[config.mk]
export PLATFORM = sky130hd
export DESIGN_NAME = muldiv_unit_flat
export DESIGN_NICKNAME = d
export VERILOG_FILES = /design/src/rtl/muldiv_unit_if.sv /design/src/rtl/muldiv_unit.sv /design/src/flat_wrapper.sv
export SDC_FILE = /design/constraint.sdc
export NUM_CORES = 1
export LEC_CHECK = 0
export BUFFER_PORTS_ARGS = -buffer_cell sky130_fd_sc_hd__buf_2
export CORE_UTILIZATION = 23
export DETAILED_ROUTE_END_ITERATION = 12
export SYNTH_ARGS = -nofsm -noshare
export SYNTH_HDL_FRONTEND = slang
export SYNTH_SLANG_ARGS = --single-unit
[constraint.sdc]
create_clock -name clk -period 3.5 [get_ports clk]
set_input_delay 0.175 -clock clk [delete_from_list [all_inputs] [get_ports clk]]
set_output_delay 0.175 -clock clk [all_outputs]
set_load 0.005 [all_outputs]
[src/rtl/muldiv_unit_if.sv]
// muldiv_unit_if: operand/control and HI/LO result bundle for muldiv_unit.
interface muldiv_unit_if;
    logic        start;
    logic [1:0]  op;
    logic [31:0] Adat;
    logic [31:0] Bdat;
    logic        hi_we;
    logic        lo_we;
    logic [31:0] wdat;
    logic [31:0] hi;
    logic [31:0] lo;
    logic        busy;
    logic        done;
    logic        div0;
    modport master (output start, op, Adat, Bdat, hi_we, lo_we, wdat,
                    input  hi, lo, busy, done, div0);
    modport slave  (input  start, op, Adat, Bdat, hi_we, lo_we, wdat,
                    output hi, lo, busy, done, div0);
endinterface

[src/rtl/muldiv_unit.sv]
// muldiv_unit: iterative 32-bit shift-add multiplier / restoring divider
// with architectural HI/LO registers and MTHI/MTLO writes.
module muldiv_unit (
    input logic clk,
    input logic rst_n,
    muldiv_unit_if.slave m
);
    typedef enum logic [1:0] {IDLE, MUL, DIV, FIX} state_t;
    state_t      state, state_n;
    logic [31:0] hreg, lreg, breg, hi_r, lo_r, ddf;
    logic [4:0]  cnt;
    logic        is_div, sa, sb, done_r, div0_r, a_neg, b_neg, dge, bz;
    logic [32:0] msum, dsh;
    logic [63:0] prod;
    assign a_neg = ~m.op[0] & m.Adat[31];
    assign b_neg = ~m.op[0] & m.Bdat[31];
    // hreg/lreg hold {partial product, multiplier} or {remainder, dividend/quotient}
    assign msum = {1'b0, hreg} + (lreg[0] ? {1'b0, breg} : 33'd0);
    assign dsh  = {hreg, lreg[31]};
    assign dge  = dsh >= {1'b0, breg};
    assign ddf  = dsh[31:0] - breg;
    assign bz   = breg == 32'd0;
    assign prod = (sa ^ sb) ? -{hreg, lreg} : {hreg, lreg};
    assign m.hi   = hi_r;
    assign m.lo   = lo_r;
    assign m.busy = state != IDLE;
    assign m.done = done_r;
    assign m.div0 = div0_r;
    always_comb begin
        state_n = state == IDLE ? (m.start ? (m.op[1] ? DIV : MUL) : IDLE) :
                  state == FIX  ? IDLE : (cnt == 5'd31 ? FIX : state);
    end
    always_ff @(posedge clk or negedge rst_n)
        if (!rst_n) state <= IDLE;
        else state <= state_n;
    always_ff @(posedge clk or negedge rst_n) begin
        if (!rst_n) begin
            {hreg, lreg, breg, hi_r, lo_r} <= '0;
            {cnt, is_div, sa, sb, done_r, div0_r} <= '0;
        end else begin
            done_r <= 1'b0;
            case (state)
                IDLE:
                    if (m.start) begin
                        is_div <= m.op[1];
                        sa     <= a_neg;
                        sb     <= b_neg;
                        hreg   <= '0;
                        lreg   <= a_neg ? -m.Adat : m.Adat;
                        breg   <= b_neg ? -m.Bdat : m.Bdat;
                        cnt    <= '0;
                    end else begin
                        if (m.hi_we) hi_r <= m.wdat;
                        if (m.lo_we) lo_r <= m.wdat;
                    end
                MUL: begin
                    hreg <= msum[32:1];
                    lreg <= {msum[0], lreg[31:1]};
                    cnt  <= cnt + 5'd1;
                end
                DIV: begin
                    hreg <= dge ? ddf : dsh[31:0];
                    lreg <= {lreg[30:0], dge};
                    cnt  <= cnt + 5'd1;
                end
                FIX: begin
                    done_r <= 1'b1;
                    div0_r <= is_div & bz;
                    // divide-by-zero leaves |A| as remainder, so hi recovers Adat after sign fix
                    if (is_div) begin
                        hi_r <= sa ? -hreg : hreg;
                        lo_r <= bz ? '1 : ((sa ^ sb) ? -lreg : lreg);
                    end else begin
                        {hi_r, lo_r} <= prod;
                    end
                end
            endcase
        end
    end
endmodule

[src/flat_wrapper.sv]
// flat-port wrapper written by rule: the top's interface ports become plain ports
module muldiv_unit_flat 
  (clk, rst_n, m_start, m_op, m_Adat, m_Bdat, m_hi_we, m_lo_we, m_wdat, m_hi, m_lo, m_busy, m_done, m_div0);
  muldiv_unit_if m_i ();
  input logic clk;
  input logic rst_n;
  input wire logic [$bits(m_i.start)-1:0] m_start;
  input wire logic [$bits(m_i.op)-1:0] m_op;
  input wire logic [$bits(m_i.Adat)-1:0] m_Adat;
  input wire logic [$bits(m_i.Bdat)-1:0] m_Bdat;
  input wire logic [$bits(m_i.hi_we)-1:0] m_hi_we;
  input wire logic [$bits(m_i.lo_we)-1:0] m_lo_we;
  input wire logic [$bits(m_i.wdat)-1:0] m_wdat;
  output wire logic [$bits(m_i.hi)-1:0] m_hi;
  output wire logic [$bits(m_i.lo)-1:0] m_lo;
  output wire logic [$bits(m_i.busy)-1:0] m_busy;
  output wire logic [$bits(m_i.done)-1:0] m_done;
  output wire logic [$bits(m_i.div0)-1:0] m_div0;
  assign m_i.start = m_start;
  assign m_i.op = m_op;
  assign m_i.Adat = m_Adat;
  assign m_i.Bdat = m_Bdat;
  assign m_i.hi_we = m_hi_we;
  assign m_i.lo_we = m_lo_we;
  assign m_i.wdat = m_wdat;
  assign m_hi = m_i.hi;
  assign m_lo = m_i.lo;
  assign m_busy = m_i.busy;
  assign m_done = m_i.done;
  assign m_div0 = m_i.div0;
  muldiv_unit u_core (.clk(clk), .rst_n(rst_n), .m(m_i));
endmodule
==> impl_metrics.prom <==
# TYPE chip_impl_metric gauge
chip_impl_metric{name="via_per_inst",unit=""} 5.090
chip_impl_info{name="setup.worst_path.start_class",value="flip-flop"} 1
chip_impl_metric{name="clock_pin_slew_on_the_worst_setup_and_hold_paths",unit="ps"} 70
chip_impl_metric{name="netlist.area_leader.share",unit=""} 0.2966
chip_impl_metric{name="num_rows",unit=""} 91
chip_impl_info{name="crit_path_end_kind",value="flip-flop"} 1
chip_impl_metric{name="route.detailed.wl_per_inst",unit="um"} 18.90
chip_impl_metric{name="die_span_y",unit="um"} 253.2
chip_impl_metric{name="synth-async-reset-ratio",unit=""} 1.000
chip_impl_metric{name="hold-worst-slack",unit="ps"} 34.44
chip_impl_metric{name="layout-area-overhead-vs-synth",unit="%"} 18.70
chip_impl_metric{name="min_period_over_period",unit=""} 0.9671
chip_impl_info{name="critical_path_class",value="reg2reg"} 1
chip_impl_metric{name="core_area",unit="sq um"} 62050
chip_impl_metric{name="number_of_buffers_inserted_during_clock_tree_synthesis",unit=""} 17
chip_impl_info{name="crit_slowest_cell",value="dfrtp_1"} 1
chip_impl_metric{name="antenna_found_initial",unit=""} 8
chip_impl_metric{name="report.final.setup_viol",unit=""} 0
chip_impl_metric{name="finalMaxSlewViolations",unit=""} 0
chip_impl_metric{name="global_route_wire_length_before_repair",unit="um"} 82770
chip_impl_info{name="worstPathCellList",value="inv_1 > fa_1 > a21o_1 > a221oi_2 > o21ai_0 > a41o_1 > a2111oi_2 > nor2_1 > xor2_1 > mux2i_1 > o21ai_0"} 1
chip_impl_metric{name="arrival",unit="ps"} 3760
chip_impl_metric{name="remaining_drc_errors",unit=""} 0
chip_impl_metric{name="dp_cells",unit=""} 2799
chip_impl_info{name="synth_top_flop_cell",value="dfrtp_1"} 1
chip_impl_metric{name="max_slew.worst_pin.slew",unit="ps"} 954.1
chip_impl_info{name="critical-path-top-cell-by-count",value="o21ai_0"} 1
chip_impl_metric{name="final_hold_viol_count",unit=""} 0
chip_impl_metric{name="slew_headroom",unit=""} 0.3639
chip_impl_metric{name="synth-seq-area-share",unit=""} 0.2966
chip_impl_info{name="netlist_top_cells_count",value="nand2_1, dfrtp_1, o21ai_0"} 1
chip_impl_metric{name="number_of_global_route_vias_before_repair",unit=""} 13740
chip_impl_metric{name="first_pass_iters",unit=""} 6
chip_impl_metric{name="synth-edff-count",unit=""} 0
chip_impl_metric{name="worstPathRequired",unit="ps"} 3870
chip_impl_metric{name="cp_num_buf_inv",unit=""} 1
chip_impl_metric{name="avgSynthCellArea",unit="sq um"} 7.943
chip_impl_metric{name="fraction_of_final_layout_cells_sized_beyond_drive_strength_1",unit=""} 0.1629
chip_impl_metric{name="finalCriticalPeriod",unit="ps"} 3385
chip_impl_metric{name="synth.distinct_cells",unit=""} 88
chip_impl_metric{name="die_area",unit="sq um"} 64110
chip_impl_metric{name="global_route.usage.total",unit=""} 0.1663
chip_impl_metric{name="grt_start_max_net_pins",unit=""} 88
chip_impl_metric{name="boundaryPins",unit=""} 170
chip_impl_info{name="clock_tree_from_tritoncts",value="yes"} 1
chip_impl_metric{name="setup_total_negative_slack",unit="ps"} 0
chip_impl_metric{name="cts_sinks",unit=""} 172
chip_impl_metric{name="p_per_area",unit="nW/um^2"} 875.7
chip_impl_metric{name="start_util",unit=""} 0.2339
chip_impl_info{name="yosysTopAreaCell",value="dfrtp_1"} 1
chip_impl_metric{name="postSynthCellCount",unit=""} 1827
chip_impl_metric{name="crit_path_max_fanout",unit=""} 6
chip_impl_metric{name="floorplan.die.width",unit="um"} 253.2
chip_impl_metric{name="vias",unit=""} 14430
chip_impl_metric{name="wl",unit="um"} 53560
chip_impl_info{name="synth_most_common_cell",value="nand2_1"} 1
chip_impl_info{name="timing.hold.worst.class",value="in2reg"} 1
chip_impl_metric{name="maxClockFrequency",unit="GHz"} 0.2954
chip_impl_metric{name="skew",unit="ps"} 10.07
chip_impl_metric{name="buffer_ports.inserted",unit=""} 169
chip_impl_metric{name="routabilityCongestion",unit=""} 0.9569
chip_impl_info{name="status",value="complete, no violations"} 1
chip_impl_info{name="critPathTopFamily",value="compound AO/OA/AOI/OAI gates"} 1
chip_impl_metric{name="final_cells",unit=""} 2834
chip_impl_metric{name="cts.path.max_buffers",unit=""} 2
chip_impl_metric{name="power.leakage",unit="nW"} 7.653
chip_impl_metric{name="synthesis.yosys.warnings",unit=""} 0
chip_impl_metric{name="insertion_delay",unit="ps"} 450
chip_impl_metric{name="postSynthRegisterBits",unit=""} 172
chip_impl_metric{name="cts_htree_levels",unit=""} 4
chip_impl_info{name="root_buffer",value="clkbuf_16"} 1
chip_impl_metric{name="grt_remaining_overflow",unit=""} 0
chip_impl_metric{name="dpl.hpwl",unit="um"} 42780
chip_impl_metric{name="cpPeakStageDelay",unit="ps"} 500
chip_impl_metric{name="post_synth_instance_area",unit="sq um"} 14510
chip_impl_metric{name="syn_nets",unit=""} 2006
chip_impl_metric{name="drt_iter0_drc",unit=""} 1464
chip_impl_info{name="unrepaired_setup_endpoints_after_global_routing",value="no"} 1
chip_impl_metric{name="max_cap_violations",unit=""} 0
chip_impl_metric{name="worst_ir_drop_vdd",unit="mV"} 0.4873
chip_impl_info{name="netlist_top_cells_area",value="dfrtp_1, ha_1, o21ai_0, nand2_1, xnor2_1"} 1
chip_impl_metric{name="nNetsFinal",unit=""} 2162
chip_impl_metric{name="route.antenna.remaining_nets",unit=""} 0
-- worst reg2reg max path, cell delays in order, from the launching register on --
cell	delay (ps)
dfrtp_1	500
inv_1	140
fa_1	480
a21o_1	210
a221oi_2	270
o21ai_0	180
a41o_1	370
a2111oi_2	400
nor2_1	110
xor2_1	360
mux2i_1	140
o21ai_0	160
-- placed cells by master (no fill, tap or decap), types with 6 or more instances in the layout --
cell type / n
a211oi_1: 10
a21o_1: 41
a21oi_1: 125
a221oi_1: 32
a22oi_1: 11
a31oi_1: 20
a32oi_1: 9
and2_1: 6
and3_1: 12
buf_2: 168
buf_4: 73
clkbuf_16: 17
dfrtp_1: 172
ha_1: 73
inv_1: 67
mux2i_1: 31
nand2_1: 212
nand2b_1: 16
nand3_1: 20
nand4_1: 16
nor2_1: 166
nor2b_1: 14
nor3_1: 41
nor4_1: 23
o211ai_1: 17
o21a_1: 15
o21ai_0: 169
o21ai_1: 6
o221ai_1: 6
o22ai_1: 34
o31ai_1: 52
o41ai_1: 7
or2_2: 6
or3_1: 19
or4_1: 9
xnor2_1: 88
xor2_1: 78
-- registers in the layout, indices dropped and copies added, names as in the netlist --
signal / count
u_core.breg: 32
u_core.hreg: 32
u_core.lreg: 32
u_core.m.hi: 32
u_core.m.lo: 32
u_core.cnt: 5
u_core.state: 2
u_core.is_div: 1
u_core.m.div0: 1
u_core.m.done: 1
u_core.sa: 1
u_core.sb: 1
-- repair_timing --
action	4_1_cts	5_1_grt
resized for setup	0	4
setup endpoints to repair	0	3
setup buffers	0	0
endpoints found under the hold margin	65	0
hold buffers	2	0
-- where the power goes --
group | internal (mW) | switching (mW) | leakage [nW]
Combinational | 3.69 | 5.71 | 5.23
Sequential | 2.81 | 1.01 | 2.16
Clock | 0.977 | 0.894 | 0.262
-- layer usage --
metal	share of wire	global-route usage
met1	0.48	0.2433
met2	0.43	0.2476
met3	0.071	0.02858
met4	0.019	0.04554
met5	0.00043	0
-- final timing paths --
kind                                     start               to  slack [ps]  cells past startpoint
worst max-delay path            u_core.breg[1]  u_core.hreg[24]         120                     11
worst min-delay path                 m_Bdat[1]   u_core.breg[1]          30                      3
max in group asynchronous                rst_n  u_core.breg[26]        2250                      3
worst min register to register  u_core.m.lo[8]   u_core.m.lo[8]         480                      2
min in group asynchronous                rst_n    u_core.cnt[3]         300                      2
worst max register to register  u_core.breg[1]  u_core.hreg[24]         120                     11
-- per-stage QoR --
stage               worst slack (ps)  power (mW)  area (sq um)    util
finish                         115.2       15.09         17230  0.2776
floorplan                      393.1       9.932         14510       -
global placement               205.7       13.03         16630  0.2681
global route                   9.575       16.21         17220  0.2776
CTS                            57.91       14.96         17210  0.2773
detailed placement             89.16       13.07         16630  0.2681
-- area by class of cell --
cell class | instances | area [sq um]
inverter | 69 | 259.0
clock inverter | 9 | 77.57
clock buffer | 22 | 474.2
antenna | 2 | 5.005
multi-input combinational | 1475 | 9559
fill | 6782 | 44830
timing repair buffer | 248 | 1500
sequential | 172 | 4304
tap | 837 | 1047
-- kinds of logic (layout without fill, tap and decap cells) --
group | Yosys count | after routing | share of synthesized area
flip-flops | 172 | 172 | 0.2966
adder cells (fa/ha/maj) | 76 | 76 | 0.06656
AND/OR/NAND/NOR | 593 | 593 | 0.1954
XOR/XNOR | 166 | 166 | 0.1002
multiplexers | 34 | 34 | 0.02371
other | 0 | 2 | 0
AO/OA/AOI/OAI | 606 | 606 | 0.2695
buffers and inverters | 180 | 348 | 0.04802
Power figures use the tool's default switching activity.
